<file path="src/rtl/branch_resolve_pkg.sv">
// Shared types and helpers for the branch-resolve block.
// Contents:
//   BP_ADDR_W          instruction-address width used by the slot struct
//   SNT/WNT/WT/ST      2-bit BHT counter states
//   slot_t             one pipeline slot: valid, pc_4, guess_new_pc, guess_state
//   pred_taken()       predicted direction from a BHT state
package bp_pkg;

    localparam int BP_ADDR_W = 10;

    localparam logic [1:0] SNT = 2'b00;
    localparam logic [1:0] WNT = 2'b01;
    localparam logic [1:0] WT  = 2'b10;
    localparam logic [1:0] ST  = 2'b11;

    typedef struct packed {
        logic                 valid;
        logic [BP_ADDR_W-1:0] pc_4;
        logic [BP_ADDR_W-1:0] guess_new_pc;
        logic [1:0]           guess_state;
    } slot_t;

    // The upper counter bit alone decides the predicted direction (WT, ST).
    function automatic logic pred_taken(input logic [1:0] state);
        return state[1];
    endfunction

endpackage

</file>
<file path="src/rtl/branch_resolve_if.sv">
// Bundle of every branch_resolve signal except clk/rst.
//   IF side  : if_valid, if_pc_4, if_guess_new_pc, if_guess_state
//   control  : stall
//   EX side  : ex_is_branch, ex_taken, ex_target
//   redirect : redirect_en, redirect_pc, flush
//   BHT write: update_en, update_pc_4, update_pc_remote, update_state_old, branch_succ
//   stats    : branch_cnt, miss_cnt
// master drives the pipeline inputs; slave is the branch_resolve block.
interface branch_resolve_if #(
    parameter int ADDR_W = 10,
    parameter int CNT_W  = 16
);
    logic              if_valid;
    logic [ADDR_W-1:0] if_pc_4;
    logic [ADDR_W-1:0] if_guess_new_pc;
    logic [1:0]        if_guess_state;
    logic              stall;
    logic              ex_is_branch;
    logic              ex_taken;
    logic [ADDR_W-1:0] ex_target;
    logic              redirect_en;
    logic [ADDR_W-1:0] redirect_pc;
    logic              flush;
    logic              update_en;
    logic [ADDR_W-1:0] update_pc_4;
    logic [ADDR_W-1:0] update_pc_remote;
    logic [1:0]        update_state_old;
    logic              branch_succ;
    logic [CNT_W-1:0]  branch_cnt;
    logic [CNT_W-1:0]  miss_cnt;

    modport master (
        output if_valid, if_pc_4, if_guess_new_pc, if_guess_state, stall,
               ex_is_branch, ex_taken, ex_target,
        input  redirect_en, redirect_pc, flush, update_en, update_pc_4,
               update_pc_remote, update_state_old, branch_succ, branch_cnt, miss_cnt
    );

    modport slave (
        input  if_valid, if_pc_4, if_guess_new_pc, if_guess_state, stall,
               ex_is_branch, ex_taken, ex_target,
        output redirect_en, redirect_pc, flush, update_en, update_pc_4,
               update_pc_remote, update_state_old, branch_succ, branch_cnt, miss_cnt
    );
endinterface

</file>
<file path="src/rtl/branch_resolve_pred_slot.sv">
// pred_slot: one prediction-carrying pipeline slot register.
//   clk, rst : clock, async active-high reset
//   clear    : empty the slot (highest priority)
//   load     : capture d (otherwise the slot holds)
//   d / q    : slot contents in / out
module pred_slot
    import bp_pkg::*;
(
    input  logic  clk,
    input  logic  rst,
    input  logic  clear,
    input  logic  load,
    input  slot_t d,
    output slot_t q
);

    slot_t slot_r;

    // Slot register: clear beats load beats hold.
    always_ff @(posedge clk or posedge rst) begin
        if (rst) begin
            slot_r <= '0;
        end else if (clear) begin
            slot_r <= '0;
        end else if (load) begin
            slot_r <= d;
        end else begin
            slot_r <= slot_r;
        end
    end

    assign q = slot_r;

endmodule

</file>
<file path="src/rtl/branch_resolve.sv">
// branch_resolve: carries BHT predictions through ID and EX, resolves them
// against the real outcome at EX, redirects/flushes combinationally on a
// mispredict and emits a registered BHT update one cycle after each branch.
//   clk, rst : clock, async active-high reset
//   bus      : branch_resolve_if.slave (pipeline inputs, redirect, update, stats)
module branch_resolve
    import bp_pkg::*;
#(
    parameter int ADDR_W = BP_ADDR_W,
    parameter int CNT_W  = 16
) (
    input  logic             clk,
    input  logic             rst,
    branch_resolve_if.slave  bus
);

    slot_t             if_slot_s;
    slot_t             id_slot_s;
    slot_t             ex_slot_s;
    logic [ADDR_W-1:0] pred_next_s;
    logic [ADDR_W-1:0] actual_next_s;
    logic              mispredict_s;
    logic              resolve_s;

    logic              update_en_r;
    logic [ADDR_W-1:0] update_pc_4_r;
    logic [ADDR_W-1:0] update_pc_remote_r;
    logic [1:0]        update_state_old_r;
    logic              branch_succ_r;
    logic [CNT_W-1:0]  branch_cnt_r;
    logic [CNT_W-1:0]  miss_cnt_r;

    // Pack the fetch-stage inputs into a slot.
    always_comb begin
        if_slot_s              = '0;
        if_slot_s.valid        = bus.if_valid;
        if_slot_s.pc_4         = bus.if_pc_4;
        if_slot_s.guess_new_pc = bus.if_guess_new_pc;
        if_slot_s.guess_state  = bus.if_guess_state;
    end

    // ID holds on stall; a flush empties it even when stalled.
    pred_slot u_id (
        .clk   (clk),
        .rst   (rst),
        .clear (mispredict_s),
        .load  (!bus.stall),
        .d     (if_slot_s),
        .q     (id_slot_s)
    );

    // EX takes a bubble on stall or flush, otherwise follows ID.
    pred_slot u_ex (
        .clk   (clk),
        .rst   (rst),
        .clear (mispredict_s | bus.stall),
        .load  (1'b1),
        .d     (id_slot_s),
        .q     (ex_slot_s)
    );

    // Compare predicted and actual next PC of the EX instruction.
    always_comb begin
        pred_next_s   = ex_slot_s.pc_4;
        actual_next_s = ex_slot_s.pc_4;
        if (pred_taken(ex_slot_s.guess_state)) begin
            pred_next_s = ex_slot_s.guess_new_pc;
        end else begin
            pred_next_s = ex_slot_s.pc_4;
        end
        // A non-branch always falls through, whatever ex_taken says.
        if (bus.ex_is_branch && bus.ex_taken) begin
            actual_next_s = bus.ex_target;
        end else begin
            actual_next_s = ex_slot_s.pc_4;
        end
        mispredict_s = ex_slot_s.valid && (pred_next_s != actual_next_s);
        resolve_s    = ex_slot_s.valid && bus.ex_is_branch;
    end

    // Registered BHT update bundle; payload holds between pulses.
    always_ff @(posedge clk or posedge rst) begin
        if (rst) begin
            update_en_r        <= 1'b0;
            update_pc_4_r      <= '0;
            update_pc_remote_r <= '0;
            update_state_old_r <= 2'b00;
            branch_succ_r      <= 1'b0;
        end else if (resolve_s) begin
            update_en_r        <= 1'b1;
            update_pc_4_r      <= ex_slot_s.pc_4;
            update_pc_remote_r <= bus.ex_target;
            update_state_old_r <= ex_slot_s.guess_state;
            branch_succ_r      <= bus.ex_taken;
        end else begin
            update_en_r        <= 1'b0;
        end
    end

    // Saturating resolve / mispredict counters.
    always_ff @(posedge clk or posedge rst) begin
        if (rst) begin
            branch_cnt_r <= '0;
            miss_cnt_r   <= '0;
        end else begin
            if (resolve_s && (branch_cnt_r != {CNT_W{1'b1}})) begin
                branch_cnt_r <= branch_cnt_r + {{(CNT_W-1){1'b0}}, 1'b1};
            end else begin
                branch_cnt_r <= branch_cnt_r;
            end
            if (resolve_s && mispredict_s && (miss_cnt_r != {CNT_W{1'b1}})) begin
                miss_cnt_r <= miss_cnt_r + {{(CNT_W-1){1'b0}}, 1'b1};
            end else begin
                miss_cnt_r <= miss_cnt_r;
            end
        end
    end

    assign bus.redirect_en      = mispredict_s;
    assign bus.flush            = mispredict_s;
    assign bus.redirect_pc      = mispredict_s ? actual_next_s : {ADDR_W{1'b0}};
    assign bus.update_en        = update_en_r;
    assign bus.update_pc_4      = update_pc_4_r;
    assign bus.update_pc_remote = update_pc_remote_r;
    assign bus.update_state_old = update_state_old_r;
    assign bus.branch_succ      = branch_succ_r;
    assign bus.branch_cnt       = branch_cnt_r;
    assign bus.miss_cnt         = miss_cnt_r;

endmodule
</file>
<file path="src/flat_wrapper.sv">
// flat-port wrapper written by rule: the top's interface ports become plain ports
module branch_resolve_flat import bp_pkg::*;
#(
    parameter int ADDR_W = BP_ADDR_W,
    parameter int CNT_W  = 16
)
  (clk, rst, bus_if_valid, bus_if_pc_4, bus_if_guess_new_pc, bus_if_guess_state, bus_stall, bus_ex_is_branch, bus_ex_taken, bus_ex_target, bus_redirect_en, bus_redirect_pc, bus_flush, bus_update_en, bus_update_pc_4, bus_update_pc_remote, bus_update_state_old, bus_branch_succ, bus_branch_cnt, bus_miss_cnt);
  branch_resolve_if #(.ADDR_W(ADDR_W), .CNT_W(CNT_W)) bus_i ();
  input  logic clk;
  input  logic rst;
  input wire logic [$bits(bus_i.if_valid)-1:0] bus_if_valid;
  input wire logic [$bits(bus_i.if_pc_4)-1:0] bus_if_pc_4;
  input wire logic [$bits(bus_i.if_guess_new_pc)-1:0] bus_if_guess_new_pc;
  input wire logic [$bits(bus_i.if_guess_state)-1:0] bus_if_guess_state;
  input wire logic [$bits(bus_i.stall)-1:0] bus_stall;
  input wire logic [$bits(bus_i.ex_is_branch)-1:0] bus_ex_is_branch;
  input wire logic [$bits(bus_i.ex_taken)-1:0] bus_ex_taken;
  input wire logic [$bits(bus_i.ex_target)-1:0] bus_ex_target;
  output wire logic [$bits(bus_i.redirect_en)-1:0] bus_redirect_en;
  output wire logic [$bits(bus_i.redirect_pc)-1:0] bus_redirect_pc;
  output wire logic [$bits(bus_i.flush)-1:0] bus_flush;
  output wire logic [$bits(bus_i.update_en)-1:0] bus_update_en;
  output wire logic [$bits(bus_i.update_pc_4)-1:0] bus_update_pc_4;
  output wire logic [$bits(bus_i.update_pc_remote)-1:0] bus_update_pc_remote;
  output wire logic [$bits(bus_i.update_state_old)-1:0] bus_update_state_old;
  output wire logic [$bits(bus_i.branch_succ)-1:0] bus_branch_succ;
  output wire logic [$bits(bus_i.branch_cnt)-1:0] bus_branch_cnt;
  output wire logic [$bits(bus_i.miss_cnt)-1:0] bus_miss_cnt;
  assign bus_i.if_valid = bus_if_valid;
  assign bus_i.if_pc_4 = bus_if_pc_4;
  assign bus_i.if_guess_new_pc = bus_if_guess_new_pc;
  assign bus_i.if_guess_state = bus_if_guess_state;
  assign bus_i.stall = bus_stall;
  assign bus_i.ex_is_branch = bus_ex_is_branch;
  assign bus_i.ex_taken = bus_ex_taken;
  assign bus_i.ex_target = bus_ex_target;
  assign bus_redirect_en = bus_i.redirect_en;
  assign bus_redirect_pc = bus_i.redirect_pc;
  assign bus_flush = bus_i.flush;
  assign bus_update_en = bus_i.update_en;
  assign bus_update_pc_4 = bus_i.update_pc_4;
  assign bus_update_pc_remote = bus_i.update_pc_remote;
  assign bus_update_state_old = bus_i.update_state_old;
  assign bus_branch_succ = bus_i.branch_succ;
  assign bus_branch_cnt = bus_i.branch_cnt;
  assign bus_miss_cnt = bus_i.miss_cnt;
  branch_resolve #(.ADDR_W(ADDR_W), .CNT_W(CNT_W)) u_core (.clk(clk), .rst(rst), .bus(bus_i));
endmodule
</file>
<file path="config.mk">
export PLATFORM = sky130hd
export DESIGN_NAME = branch_resolve_flat
export DESIGN_NICKNAME = d
export VERILOG_FILES = /design/src/rtl/branch_resolve_pkg.sv /design/src/rtl/branch_resolve_if.sv /design/src/rtl/branch_resolve_pred_slot.sv /design/src/rtl/branch_resolve.sv /design/src/flat_wrapper.sv
export SDC_FILE = /design/constraint.sdc
export NUM_CORES = 1
export LEC_CHECK = 0
export ABC_AREA = 1
export CORE_MARGIN = 1.5
export CORE_UTILIZATION = 35
export DETAILED_ROUTE_END_ITERATION = 10
export PLACE_DENSITY = 0.57
export SLEW_MARGIN = 20
export SYNTH_ARGS = -nofsm -noshare
export SYNTH_HDL_FRONTEND = slang
export SYNTH_HIERARCHICAL = 1
export SYNTH_SLANG_ARGS = --single-unit
</file>
<file path="constraint.sdc">
create_clock -name clk -period 2.8 [get_ports clk]
set_input_delay 0.56 -clock clk [delete_from_list [all_inputs] [get_ports clk]]
set_output_delay 0.56 -clock clk [all_outputs]
set_load 0.05 [all_outputs]
</file>
==> qor.json <==
{
  "global_routing": {
    "global_route.usage.total": 0.167,
    "global_route_wire_length_before_repair_microns": 21200,
    "grt_max_degree": 41,
    "antenna_found_initial": 0,
    "first_global_vias": 4437,
    "globalRouteOverflowTotal": 0
  },
  "drt": {
    "wl_per_cell_microns": 13.0,
    "wirelength_microns": 12700,
    "drt-vias-per-instance": 4.65,
    "drt-pass1-iter-count": 4,
    "detailroute.via_count": 4546,
    "remaining_drc_errors": 0,
    "number_of_antenna_violating_nets_in_the_routed_design": 0,
    "first_iter_violations": 184
  },
  "clock_network": {
    "ctsRootBufferMaster": "clkbuf_16",
    "cts_tree": "built",
    "numCtsBuffers": 9,
    "cts_hold_buf": 0,
    "clk_transition_reported_paths_ns": 0.06,
    "cts-root-to-sink-buffers": 2,
    "cts_sinks": 102,
    "insertion_delay_ns": 0.35,
    "cts_htree_levels": 3
  },
  "placement": {
    "post_placement_cell_area_sq_um": 6660,
    "place.detailed.hpwl_microns": 9530,
    "dp_worst_setup_slack_ns": -0.343,
    "numPortBuffers": 105,
    "place.gp.congestion": 0.831
  },
  "yosys": {
    "synth_fa_ha_area_frac": 0.00483,
    "synthTopCellsByCount": "nand2_1 (257), dfrtp_1 (102), nand3_1 (73)",
    "synth_top_family_by_area": "simple AND/OR/NAND/NOR gates",
    "synth_async_sr_flop_share": 1.00,
    "yosys.area_share.simple": 0.340,
    "syn-cell-area_sq_um": 5180,
    "synth_area_leader_cell": "dfrtp_1",
    "ys.flop_type": "dfrtp_1",
    "yosys.area_share.xor_xnor": 0.0474,
    "ys_seq_elements": 102,
    "syn_inst": 655,
    "synth-edff-count": 0,
    "synth_mux_area_frac": 0,
    "avgSynthCellArea_sq_um": 7.91,
    "yosysTopAreaCellShare": 0.493,
    "synth.yosys.warnings": 6,
    "synth.most_common_cell": "nand2_1",
    "synthTopCellsByArea": "dfrtp_1 (49%), nand2_1 (19%), nand3_1 (7.1%), inv_1 (3.8%), xor2_1 (3.4%)",
    "synth.distinct_cells": 28,
    "synth_compound_area_frac": 0.0338,
    "synth-seq-area-share": 0.493
  },
  "worst_setup_path": {
    "end_kind": "output pin",
    "worst-endpoint-required_ns": 2.24,
    "worst_ep_arrival_time_ns": 2.16,
    "crit_type": "primary input to output pin",
    "max_fo_critical_path": 5,
    "critPathLaunchType": "primary input"
  },
  "timing": {
    "post-route-period-util": 0.971,
    "setup_slack_ns": 0.0819,
    "finalCriticalPeriod_ns": 2.72,
    "relSlewSlack": 0.444,
    "timing.final.setup_violations": 0,
    "clock_skew_ns": 0.00679,
    "fin_worst_hold_slack_ns": 0.469,
    "fmax_ghz": 0.368,
    "hold_viol_final": 0,
    "worst_pin_slew_ns": 0.833,
    "number_of_max_slew_violations_in_the_final_report": 0
  },
  "worst_hold_path": {
    "hp-class": "register to register"
  },
  "layout": {
    "antenna-diode-count": 0,
    "finish.instance_area_sq_um": 7130,
    "layout.core_utilization": 0.493,
    "fin_nets": 829,
    "layout-drive-gt1-share": 0.137,
    "area_growth_pct": 37.7
  },
  "floorplan": {
    "floorplan.initialDensity": 0.358,
    "std_cell_rows": 44,
    "die_height_microns": 125,
    "top_level_port_count": 106,
    "die_w_microns": 125,
    "floorplan.core_area_sq_um": 14500,
    "die_area_sq_um": 15500
  },
  "power": {
    "ir_worst_vdd_mv": 0.342,
    "power-per-cell-area_nw_per_um2": 606,
    "power_leakage_uw": 0.00357,
    "finalPower_uw": 4320
  },
  "status": {
    "run_status": "completed"
  },
  "run": {
    "maxCapViolations": 0
  }
}
power breakdown:
group	total [uW]	switching [uW]	internal, uW
sequential	1800	144	1650
combinational	1300	838	463
clock	1220	511	714
total	4320	1490	2830
critical path, cell delays in order:
cell and delay [ns]:
clkdlybuf4s50_1 0.39, inv_1 0.07, nand3_1 0.13, nand2_2 0.10, nand2_1 0.06, nand2_1 0.07, nand2_2 0.08, nor2_4 0.12
nand3_4 0.10, nand2_4 0.12, nor2_1 0.05, buf_4 0.14, buf_12 0.14
path summary, 6_finish.rpt:
check | startpoint | to | slack [ns] | depth (start not counted)
hold reg to reg | u_core/u_id/q[22]$_DFFE_PP0P_ | u_core/u_id/q[22]$_DFFE_PP0P_ | 0.47 | 2
hold / removal | u_core/u_id/q[22]$_DFFE_PP0P_ | u_core/u_id/q[22]$_DFFE_PP0P_ | 0.47 | 2
max in group asynchronous | rst | u_core/u_ex/q[1]$_DFFE_PP0P_ | 1.44 | 2
setup / recovery | bus_ex_target[4] | bus_redirect_pc[8] | 0.08 | 13
setup reg to reg | u_core/u_ex/q[1]$_DFFE_PP0P_ | u_core/u_id/q[1]$_DFFE_PP0P_ | 0.63 | 14
min in group asynchronous | rst | u_core/bus.update_pc_remote[0]$_DFFE_PP0P_ | 0.62 | 2
per-stage QoR:
step | std cells | TNS, ns
3_3_place_gp | 954 | -4.70
5_1_grt | 977 | -0.000278
2_1_floorplan | 660 | 0
3_5_place_dp | 954 | -9.68
6_report | 977 | 0
4_1_cts | 973 | -0.0327
cell type report:
cell class,count,area [sq um]
Clock buffer,14,254
Clock inverter,1,30.0
Fill cell,1407,7350
Inverter,54,204
Multi-Input combinational cell,477,2340
Sequential cell,102,2550
Tap cell,184,230
Timing Repair Buffer,145,1520
registers in the layout (all words and copies together), names as in the netlist:
| register | flops |
|---|---|
| u_core/bus.update_state_old | 2 |
| u_core/bus.update_en | 1 |
| u_core/bus.update_pc_remote | 10 |
| u_core/bus.miss_cnt | 16 |
| u_core/u_id/q | 23 |
| u_core/bus.branch_succ | 1 |
| u_core/bus.update_pc_4 | 10 |
| u_core/u_ex/q | 23 |
| u_core/bus.branch_cnt | 16 |
cells in the final DEF, fill, tap and decap left out, types with 2 or more instances in the layout:
cell,n
buf_12,14
buf_2,2
buf_4,33
buf_6,2
buf_8,2
clkbuf_1,4
clkbuf_16,9
clkdlybuf4s50_1,86
conb_1,6
dfrtp_1,101
dlymetal6s2s_1,5
ha_1,2
inv_1,47
inv_2,6
nand2_1,252
nand2_2,11
nand2_4,3
nand3_1,73
nand3_4,2
nand4_1,18
nor2_1,23
nor2_2,4
nor2_4,10
nor3_1,7
nor3_2,2
o21a_1,2
o21ai_0,25
o21ai_1,4
o21ai_2,3
xnor2_1,8
xor2_1,20
cell families after synthesis:
group | after synthesis
AO/OA/AOI/OAI | 34
XOR/XNOR | 28
adder cells (fa/ha/maj) | 2
buffers and inverters | 82
flip-flops | 102
other | 1
AND/OR/NAND/NOR | 406
routing by layer:
metal	global-route usage	share of wire
met5	0	0
met4	0.0534	0.019
met3	0.0477	0.042
met2	0.283	0.49
met1	0.206	0.45
timing repair:
action | 4_1_cts | 5_1_grt
gates cloned | 2 | 0
hold endpoints to repair | 0 | 0
setup buffers | 2 | 4
pin swaps | 2 | 7
resized for setup | 17 | 44
endpoints found under the setup margin | 12 | 12
Power figures use the tool's default switching activity.
